**src/rtl/l1_flatten.sv**
```systemverilog
// l1_flatten: copies both Layer-1 pooled maps into Layer-2 memory as one interleaved, flattened vector.
// Bus sequence per pixel: read K0, read K1, write K0 word, write K1 word.
module l1_flatten #(
    parameter int N_PIX = 1024,
    parameter int AW = 12,
    parameter int DW = 20,
    parameter logic [2:0] SEL_K0 = 3'b011,
    parameter logic [2:0] SEL_K1 = 3'b100,
    parameter logic [2:0] SEL_L2 = 3'b101
) (
    input  logic          clk,
    input  logic          reset,
    input  logic          start,
    output logic          busy,
    output logic          done,
    output logic          crd,
    output logic [AW-1:0] caddr_rd,
    input  logic [DW-1:0] cdata_rd,
    output logic          cwr,
    output logic [AW-1:0] caddr_wr,
    output logic [DW-1:0] cdata_wr,
    output logic [2:0]    csel
);
    localparam int IW = $clog2(N_PIX);
    typedef enum logic [2:0] {IDLE, RD_K0, RD_K1, WR_K0, WR_K1, FIN} state_t;
    state_t state;
    logic [IW-1:0] i;
    // Outputs are loaded on the edge entering a state; cdata_wr doubles as the hold register.
    always_ff @(posedge clk or posedge reset) begin
        if (reset) begin
            state <= IDLE;
            i <= '0;
            busy <= 1'b0;
            done <= 1'b0;
            crd <= 1'b0;
            cwr <= 1'b0;
            caddr_rd <= '0;
            caddr_wr <= '0;
            cdata_wr <= '0;
            csel <= 3'b000;
        end else begin
            case (state)
                IDLE: begin
                    done <= 1'b0;
                    crd <= 1'b0;
                    cwr <= 1'b0;
                    csel <= 3'b000;
                    if (start) begin
                        state <= RD_K0;
                        i <= '0;
                        busy <= 1'b1;
                        crd <= 1'b1;
                        csel <= SEL_K0;
                        caddr_rd <= '0;
                    end
                end
                RD_K0: begin
                    state <= RD_K1;
                    csel <= SEL_K1;
                end
                RD_K1: begin
                    state <= WR_K0;
                    crd <= 1'b0;
                    cwr <= 1'b1;
                    csel <= SEL_L2;
                    caddr_wr <= AW'({i, 1'b0});
                    cdata_wr <= cdata_rd;
                end
                WR_K0: begin
                    state <= WR_K1;
                    caddr_wr <= AW'({i, 1'b1});
                    cdata_wr <= cdata_rd;
                end
                WR_K1: begin
                    cwr <= 1'b0;
                    if (i == IW'(N_PIX - 1)) begin
                        state <= FIN;
                        done <= 1'b1;
                        busy <= 1'b0;
                        csel <= 3'b000;
                    end else begin
                        state <= RD_K0;
                        i <= i + 1'b1;
                        crd <= 1'b1;
                        csel <= SEL_K0;
                        caddr_rd <= AW'(i + 1'b1);
                    end
                end
                FIN: begin
                    state <= IDLE;
                    done <= 1'b0;
                end
                default: state <= IDLE;
            endcase
        end
    end
endmodule

```
**config.mk**
```make
export PLATFORM = sky130hd
export DESIGN_NAME = l1_flatten
export DESIGN_NICKNAME = d
export VERILOG_FILES = /design/src/rtl/l1_flatten.sv
export SDC_FILE = /design/constraint.sdc
export NUM_CORES = 1
export LEC_CHECK = 0
export ABC_AREA = 1
export BUFFER_PORTS_ARGS = -buffer_cell sky130_fd_sc_hd__clkbuf_2
export CAP_MARGIN = 20
export CORE_UTILIZATION = 50
export DETAILED_ROUTE_END_ITERATION = 10
export HOLD_SLACK_MARGIN = 0.03
export PLACE_DENSITY = 0.76
export SETUP_SLACK_MARGIN = 0.1
export SKIP_LAST_GASP = 1
export SLEW_MARGIN = 20
export SYNTH_ARGS = -nofsm -noshare
export SYNTH_HDL_FRONTEND = slang
export SYNTH_SLANG_ARGS = --single-unit
```
**constraint.sdc**
```tcl
create_clock -name clk -period 1.7 [get_ports clk]
set_input_delay 0.085 -clock clk [delete_from_list [all_inputs] [get_ports clk]]
set_output_delay 0.085 -clock clk [all_outputs]
set_load 0.03 [all_outputs]
```
==> results.sh, run 1 <==
export IMPL_finalSetupTns_ns=0
export IMPL_layoutNonFillerInstCount=370
export IMPL_place_hpwl_um=3072
export IMPL_cts_sinks=52
export IMPL_yosysSeqAreaShare=0.5879
export IMPL_drtAntennaViolNets=0
export IMPL_clkLatencyLatePin_ns=0.31
export IMPL_status="finished, final reports clean"
export IMPL_reg2reg_to="i[1]"
export IMPL_grt_overflow_total=0
export IMPL_die_h_um=68.54
export IMPL_slowest_delay_ns=0.44
export IMPL_rows=23
export IMPL_drive_above_1_share=0.3781
export IMPL_crit_start="i[0]"
export IMPL_required_ns=1.95
export IMPL_rr_startpoint="i[0]"
export IMPL_grt_usage=0.2134
export IMPL_fin_crit_sh=0.8863
export IMPL_hp_class="primary input to asynchronous set/reset pin"
export IMPL_final_cell_mix="74 x nand2_1, 71 x clkbuf_2, 50 x dfrtp_1, 22 x mux2_2, 22 x dlygate4sd3_1"
export IMPL_netlist_area_sq_mm=0.002213
export IMPL_drt_iter0_drc=119
export IMPL_diodes=0
export IMPL_ioPinCount=74
export IMPL_ir_drop_uv=1067
export IMPL_postSynthAreaPerCell_sq_um=10.15
export IMPL_hold_viol=0
export IMPL_fin_nets=343
export IMPL_place_inst=338
export IMPL_placed_cell_area_sq_mm=0.002626
export IMPL_coreArea_sq_mm=0.004115
export IMPL_path_class="flip-flop to flip-flop"
export IMPL_grt_setup_unrepaired="true"
export IMPL_start_kind="flip-flop"
export IMPL_skew_ns=0.007078
export IMPL_reg2reg_slack_ns=0.19
export IMPL_routed_wl_um=4512
export IMPL_gp_congestion=0.8502
export IMPL_cp_arrival_ns=1.76
export IMPL_dr_pass1_iters=4
export IMPL_htreeDepth=2
export IMPL_cp_num_cells=7
export IMPL_finalCriticalPeriod_ns=1.507
export IMPL_final_common_cell="nand2_1"
export IMPL_clkTransAtPathRegs_ns=0.09
export IMPL_grt_pass1_vias=1623
export IMPL_die_area_sq_mm=0.004697
export IMPL_cpMostUsedCell="nand2_1"
export IMPL_path_cells="ha_1 > nand3_2 > nor2_4 > buf_4 > a21oi_2 > nand2_1 > nand2_1"
export IMPL_cp_slowest_cell="dfrtp_2"
export IMPL_post_route_drc_count=0
export IMPL_syn_to_final_growth_pct=34.14
export IMPL_grt_max_degree=26
export IMPL_post_drt_via_cell_ratio=4.722
export IMPL_yosysWarningCount=0
export IMPL_ys_ff_latch=52
export IMPL_final_cell_area_sq_mm=0.002969
export IMPL_end_kind="flip-flop"
export IMPL_crit_buf_inv=1
export IMPL_crit_end="i[1]"
export IMPL_cts_root_buf="clkbuf_8"
export IMPL_vias=1747
export IMPL_max_freq_mhz=663.7
export IMPL_cap_violations=0
export IMPL_cts_tree="done"
export IMPL_die_x_um=68.54
export IMPL_power_density_mw_per_mm2=1619
export IMPL_cts_made_buffers=5
export IMPL_grt_first_pass_wirelength_um=7127
export IMPL_ys_types=24
export IMPL_rr_worst_depth=7
export IMPL_grt_antenna_before_repair=0
export IMPL_final_max_slew_viol_count=0
export IMPL_setup_viol=0
export IMPL_crit_family="flip-flops"
export IMPL_synthCells=218
export IMPL_wire_per_inst_um=12.19
export IMPL_io_buffers=71
export IMPL_cts_buffer_depth=2
export IMPL_p_leak_nw=1.565
export IMPL_initial_core_util=0.5379
export IMPL_worst_path_max_fanout=6
power breakdown:
group,internal (mW),switching [mW]
combinational,0.786,1.43
sequential,1.63,0.229
clock,0.326,0.404
total,2.74,2.07
stage by stage:
stage / total power [mW] / hold slack, ns / setup WS (ns) / util
floorplan: 3.458 / 0.2107 / 0.1167 / -
global route: 5.106 / 0.2212 / 0.08376 / 0.7215
global placement: 3.974 / -0.006723 / 0.2133 / 0.6382
detailed placement: 4.049 / -0.006619 / 0.1678 / 0.6382
CTS: 4.805 / 0.2063 / 0.1728 / 0.7142
finish: 4.806 / 0.2141 / 0.1933 / 0.7215
sequential cells by signal (all words and copies together), names as in the netlist:
signal    count
done          1
i             9
caddr_wr     11
busy          1
crd           1
csel          3
caddr_rd      2
state         3
cwr           1
cdata_wr     20
cells in the mapped netlist (all sizes together):
| cell | n | area share |
|---|---|---|
| a21boi | 1 | 0.0034 |
| a21oi | 2 | 0.0045 |
| buf | 7 | 0.021 |
| conb | 1 | 0.0017 |
| dfrtp | 52 | 0.59 |
| ha | 1 | 0.0057 |
| inv | 17 | 0.029 |
| mux2 | 22 | 0.11 |
| nand2 | 75 | 0.13 |
| nand3 | 18 | 0.049 |
| nand4 | 2 | 0.0057 |
| nor2 | 7 | 0.018 |
| o21ai | 10 | 0.023 |
| o31ai | 1 | 0.0034 |
| or2 | 1 | 0.0028 |
| xor2 | 1 | 0.0040 |
worst min-delay path: cells and delay by family:
family | cells | cell delay (ns)
buffers and inverters | 3 | 0.82
worst min-delay path by stage:
stage / depth (start not counted) / slack [ns] / end
finish: 3 / 0.21 / cdata_wr[14]
global route: 3 / 0.22 / cdata_wr[10]
CTS: 3 / 0.21 / cdata_wr[10]
detailed placement: 2 / -0.007 / cdata_wr[10]
global placement: 2 / -0.007 / cdata_wr[10]
floorplan: 2 / 0.21 / state[0]
metal layers:
metal | GRT usage | vias up | routed length [um]
li1 | - | 900 | -
met2 | 0.3578 | 53 | 2018
met1 | 0.2629 | 786 | 2157
met3 | 0.04276 | 8 | 243
met4 | 0.1016 | 0 | 93
met5 | 0 | - | 0
final cells by class:
cell class / count / area (sq um)
Multi-Input combinational cell: 143 / 818.3
Timing Repair Buffer: 100 / 628.1
Fill cell: 307 / 1146
Inverter: 17 / 63.81
Clock buffer: 6 / 82.58
Tap cell: 50 / 62.56
Clock inverter: 2 / 10.01
Sequential cell: 52 / 1304
cell families (layout without fill, tap and decap cells):
logic type | after synthesis | in the layout | synth area share
and+or+nand+nor | 103 | 103 | 0.2052
other | 1 | 2 | 0.001694
AOI/OAI and AO/OA | 14 | 14 | 0.03392
buffers and inverters | 24 | 125 | 0.04974
DFF | 52 | 52 | 0.5879
xor gates and xnor gates | 1 | 1 | 0.003958
muxes | 22 | 22 | 0.1119
adders and majority gates | 1 | 1 | 0.005652
timing repair:
action | in CTS | in global routing
endpoints found under the setup margin | 0 | 9
hold buffers | 22 | 0
setup buffers | 0 | 2
gates resized for setup | 0 | 4
hold endpoints to repair | 73 | 0
Note: power is estimated with default switching activity, not from simulation.
==> run 2, diff against run 1 <==
Settings changed: CORE_MARGIN set to 5.
==> run 2 against run 1 <==
Against the previous run:
- routed wire length grew 7.7%
- cell area decreased by 0.80%
- flip-flop and latch count is the same
- utilization is 4.0 points lower
- total power fell by 0.61%
- global-route usage is 3.4 points lower
- hold slack improved by 0.27 ns
- sequential power is essentially flat
- via count up 1.7%
- critical path type unchanged
==> results.sh, run 2 (same netlist as run 1, synthesis figures left out) <==
export IMPL_dr_wl_met3_um=239
export IMPL_clkLatencyLatePin_ns=0.30
export IMPL_post_drt_via_cell_ratio=4.829
export IMPL_cts_made_buffers=5
export IMPL_worst_pin_slew_ns=0.6356
export IMPL_htreeDepth=2
export IMPL_rows=24
export IMPL_initial_core_util=0.5119
export IMPL_setup_viol=0
export IMPL_power_density_mw_per_mm2=1622
export IMPL_cpMostUsedCell="nand2_1"
export IMPL_final_max_slew_viol_count=0
export IMPL_clkTransAtPathRegs_ns=0.09
export IMPL_final_cell_mix="74 x nand2_1, 71 x clkbuf_2, 52 x dfrtp_1, 22 x mux2_2, 22 x dlygate4sd3_1"
export IMPL_finalSetupTns_ns=0
export IMPL_fin_util=0.6811
export IMPL_place_hpwl_um=3242
export IMPL_grt_usage=0.1796
export IMPL_ir_drop_uv=1184
export IMPL_wire_per_inst_um=13.21
export IMPL_final_common_cell="nand2_1"
export IMPL_fin_nets=339
export IMPL_fill_cells=360
export IMPL_cts_root_buf="clkbuf_8"
export IMPL_die_h_um=76.54
export IMPL_p_leak_nw=1.549
export IMPL_multiInputGateArea_sq_um=812.0
export IMPL_final_cell_area_sq_mm=0.002945
export IMPL_power_mw=4.776
export IMPL_maxSlewHeadroom=0.5763
export IMPL_wl_met2_um=2479
export IMPL_reg2reg_slack_ns=0.24
export IMPL_max_freq_mhz=683.2
export IMPL_reg2reg_to="i[5]"
export IMPL_cts_sinks=52
export IMPL_routed_wl_um=4860
export IMPL_cap_violations=0
export IMPL_slowest_delay_ns=0.41
export IMPL_rr_worst_depth=7
export IMPL_min_to="done"
export IMPL_cp_arrival_ns=1.71
export IMPL_post_route_drc_count=0
export IMPL_fin_crit_sh=0.8610
export IMPL_grt_setup_unrepaired="false"
export IMPL_ioPinCount=74
export IMPL_required_ns=1.94
export IMPL_die_area_sq_mm=0.005858
export IMPL_seq_area_sq_mm=0.001301
export IMPL_diodes=0
export IMPL_top_register="cdata_wr"
export IMPL_gp_congestion=0.7999
export IMPL_whs_path_depth=2
export IMPL_rr_startpoint="i[0]"
export IMPL_io_buffers=71
export IMPL_end_kind="flip-flop"
export IMPL_start_kind="flip-flop"
export IMPL_cp_slowest_cell="dfrtp_1"
export IMPL_min_delay_start="done"
export IMPL_coreArea_sq_mm=0.004324
export IMPL_status="finished, final reports clean"
export IMPL_grt_max_degree=53
export IMPL_skew_ns=0.004381
export IMPL_largest_register_ffs=20
export IMPL_path_cells="ha_2 > nand3_2 > nor2_4 > nand3_4 > nand2_4 > nand2_1 > nand2_1"
export IMPL_drt_iter0_drc=87
export IMPL_vias=1777
export IMPL_top_layer="met4"
export IMPL_grt_antenna_before_repair=0
export IMPL_grt_overflow_total=0
export IMPL_placed_cell_area_sq_mm=0.002619
export IMPL_dr_pass1_iters=4
export IMPL_die_x_um=76.54
export IMPL_path_class="flip-flop to flip-flop"
export IMPL_grt_first_pass_wirelength_um=8590
export IMPL_cts_buffer_depth=2
export IMPL_cts_tree="done"
export IMPL_hp_class="flip-flop to flip-flop"
export IMPL_hold_viol=0
export IMPL_grt_pass1_vias=1781
export IMPL_drive_above_1_share=0.3671
export IMPL_largest_registers="cdata_wr (20), caddr_wr (11), i (9)"
export IMPL_drtAntennaViolNets=0
export IMPL_wl_met1_um=2107
export IMPL_finalCriticalPeriod_ns=1.464
export IMPL_worst_path_max_fanout=13
export IMPL_syn_to_final_growth_pct=33.07
-- run 2: what timing repair did --
action / 4_1_cts / 5_1_grt
resized for setup: 0 / 2
setup endpoints to repair: 0 / 8
setup buffers: 0 / 1
hold buffers: 21 / 1
hold endpoints to repair: 72 / 1
-- run 2: power breakdown --
group	internal (mW)	total (mW)	switching [mW]
combinational	0.791	2.22	1.43
clock	0.326	0.715	0.389
sequential	1.62	1.84	0.217
total	2.74	4.78	2.04
-- run 2: final cells by class --
class | instances | area share
clock buffers | 6 | 0.02804
inverters | 17 | 0.02167
clock inverters | 2 | 0.003398
well taps | 52 | 0.02209
multi-input cells | 143 | 0.2757
repair buffers | 96 | 0.2073
flip-flops and latches | 52 | 0.4418
-- run 2: how the worst max path moves through the flow --
| stage | start | to | slack (ns) | cells after the start |
|---|---|---|---|---|
| 2_1_floorplan | i[1] | csel[0] | 0.12 | 7 |
| 3_3_place_gp | i[1] | caddr_rd[9] | 0.22 | 6 |
| 3_5_place_dp | i[1] | caddr_rd[9] | 0.15 | 6 |
| 4_1_cts | i[1] | caddr_rd[9] | 0.11 | 6 |
| 5_1_grt | i[0] | i[5] | 0.11 | 7 |
| 6_report | i[0] | i[5] | 0.24 | 7 |
-- run 2: metal layers --
metal | vias up | track usage
met4 | 0 | 0.04720
li1 | 890 | -
met3 | 4 | 0.04374
met2 | 43 | 0.3082
met1 | 840 | 0.2258
met5 | - | 0
-- run 2: worst max-delay path: cells and delay by family, from the launching register on --
kind,cells,cell delay [ns]
and+or+nand+nor,6,0.76
DFF,1,0.41
adders and majority gates,1,0.22
-- run 2: per-stage QoR --
stage	setup WS, ns	hold slack, ns	instances
after CTS	0.1132	0.03000	366
after floorplan	0.1167	0.2107	219
after detailed placement	0.1514	0.2802	337
after global placement	0.2194	0.2757	337
after global routing	0.1074	0.5136	368
final	0.2363	0.4827	368
==> run 3, diff against run 2 <==
Settings changed: BUFFER_PORTS_ARGS -buffer_cell sky130_fd_sc_hd__clkbuf_2 to -buffer_cell sky130_fd_sc_hd__buf_2.
==> run 3 against run 2 <==
Against the previous run:
- worst setup slack improved by 0.025 ns
- clock power fell by 3%
- register-to-register slack gained 0.03 ns
- utilization about the same
- global-route usage fell by 0.53 points
- clock skew decreased by 0.0027 ns
- cell area barely moved
- final cell count is 0.27% higher
- via count is 1.3% lower
- hold slack got worse by 0.090 ns
- critical path depth shrank 1
- first-iteration DRC count up 44%
- critical path type unchanged
- critical endpoint is now csel[0]
- largest power group unchanged
==> results.sh, run 3 (same netlist as run 1, synthesis figures left out) <==
export IMPL_status="finished, final reports clean"
export IMPL_io_buffers=71
export IMPL_top_register="cdata_wr"
export IMPL_final_max_slew_viol_count=0
export IMPL_largest_registers="cdata_wr (20), caddr_wr (11), i (9)"
export IMPL_worst_pin_slew_ns=0.5479
export IMPL_path_cells="ha_1 > nand3_2 > nor2_4 > nand3_4 > nand2_4 > nand3_1"
export IMPL_ioPinCount=74
export IMPL_fin_crit_sh=0.8463
export IMPL_syn_to_final_growth_pct=33.01
export IMPL_placed_cell_area_sq_mm=0.002634
export IMPL_wire_per_inst_um=12.79
export IMPL_fill_cells=367
export IMPL_vias=1754
export IMPL_die_area_sq_mm=0.005858
export IMPL_slowest_delay_ns=0.42
export IMPL_cts_sinks=52
export IMPL_drive_above_1_share=0.3565
export IMPL_grt_pass1_vias=1859
export IMPL_hp_class="primary input to asynchronous set/reset pin"
export IMPL_path_class="flip-flop to flip-flop"
export IMPL_post_route_drc_count=0
export IMPL_multiInputGateArea_sq_um=805.8
export IMPL_clkLatencyLatePin_ns=0.30
export IMPL_cts_root_buf="clkbuf_8"
export IMPL_drt_iter0_drc=125
export IMPL_cp_arrival_ns=1.62
export IMPL_cts_buffer_depth=2
export IMPL_setup_viol=0
export IMPL_grt_setup_unrepaired="false"
export IMPL_skew_ns=0.001657
export IMPL_finalCriticalPeriod_ns=1.439
export IMPL_cap_violations=0
export IMPL_maxSlewHeadroom=0.6342
export IMPL_finalSetupTns_ns=0
export IMPL_reg2reg_slack_ns=0.26
export IMPL_p_leak_nw=1.561
export IMPL_crit_family="simple AND/OR/NAND/NOR gates"
export IMPL_start_kind="flip-flop"
export IMPL_crit_buf_inv=0
export IMPL_diodes=0
export IMPL_hold_viol=0
export IMPL_grt_overflow_total=0
export IMPL_dr_pass1_iters=4
export IMPL_initial_core_util=0.5119
export IMPL_largest_register_ffs=20
export IMPL_die_h_um=76.54
export IMPL_cts_made_buffers=5
export IMPL_power_density_mw_per_mm2=1614
export IMPL_final_cell_area_sq_mm=0.002944
export IMPL_drtAntennaViolNets=0
export IMPL_place_hpwl_um=3331
export IMPL_final_cell_mix="74 x nand2_1, 71 x buf_2, 52 x dfrtp_1, 22 x mux2_2, 22 x dlygate4sd3_1"
export IMPL_die_x_um=76.54
export IMPL_gp_congestion=0.7988
export IMPL_htreeDepth=2
export IMPL_seq_area_sq_mm=0.001301
export IMPL_clkTransAtPathRegs_ns=0.08
export IMPL_routed_wl_um=4718
export IMPL_worst_path_max_fanout=13
export IMPL_ir_drop_uv=1237
export IMPL_cts_tree="done"
export IMPL_grt_max_degree=40
export IMPL_grt_usage=0.1743
export IMPL_grt_first_pass_wirelength_um=8349
export IMPL_post_drt_via_cell_ratio=4.753
export IMPL_max_freq_mhz=695.1
export IMPL_required_ns=1.88
export IMPL_final_common_cell="nand2_1"
export IMPL_end_kind="flip-flop"
export IMPL_rows=24
export IMPL_coreArea_sq_mm=0.004324
export IMPL_cp_slowest_cell="dfrtp_1"
export IMPL_grt_antenna_before_repair=0
export IMPL_fin_nets=340
-- run 3: path summary, 6_finish.rpt --
kind | cells after the start | start | endpoint
setup / recovery | 6 | i[1] | csel[0]
hold / removal | 3 | reset | cdata_wr[19]
setup reg to reg | 6 | i[1] | csel[0]
hold reg to reg | 2 | done | done
max in group asynchronous | 4 | reset | cdata_wr[7]
min in group clk | 2 | done | done
-- run 3: where the power goes --
| part | total (mW) | internal, mW | switching (mW) |
|---|---|---|---|
| sequential | 1.84 | 1.62 | 0.213 |
| clock | 0.696 | 0.332 | 0.363 |
| combinational | 2.22 | 0.794 | 1.43 |
-- run 3: layer usage --
layer  vias up  part of all wire  GRT usage
met5         -                 0          0
met4         0            0.0061    0.04720
met3         4             0.059    0.05674
met2        48              0.51     0.2988
met1       813              0.43     0.2095
li1        889                 -          -
-- run 3: tightest hold or removal path, stage by stage --
cell and delay [ns]:
dlygate4sd3_1 0.54, buf_2 0.13, inv_2 0.40
-- run 3: cell type report --
| type | count | area share |
|---|---|---|
| clock buffer | 8 | 0.03060 |
| tap | 52 | 0.02210 |
| inverter | 17 | 0.02167 |
| multi-input combinational | 143 | 0.2737 |
| timing repair buffer | 97 | 0.2099 |
| sequential | 52 | 0.4420 |
-- run 3: through the flow --
stage	std cells	util	setup WS, ns	total power, mW	hold slack, ns
3_3_place_gp	339	0.6091	0.3217	4.004	0.1628
4_1_cts	368	0.6785	0.2478	4.812	0.03056
5_1_grt	369	0.6808	0.1074	5.077	0.4388
2_1_floorplan	219	-	0.1167	3.458	0.2107
3_5_place_dp	339	0.6091	0.2576	4.068	0.1782
6_report	369	0.6808	0.2614	4.751	0.3923
-- run 3: what timing repair did --
action                    4_1_cts  5_1_grt
hold endpoints to repair       45        1
hold buffers                   21        1
gates resized for setup         0        0
setup buffers                   0        0
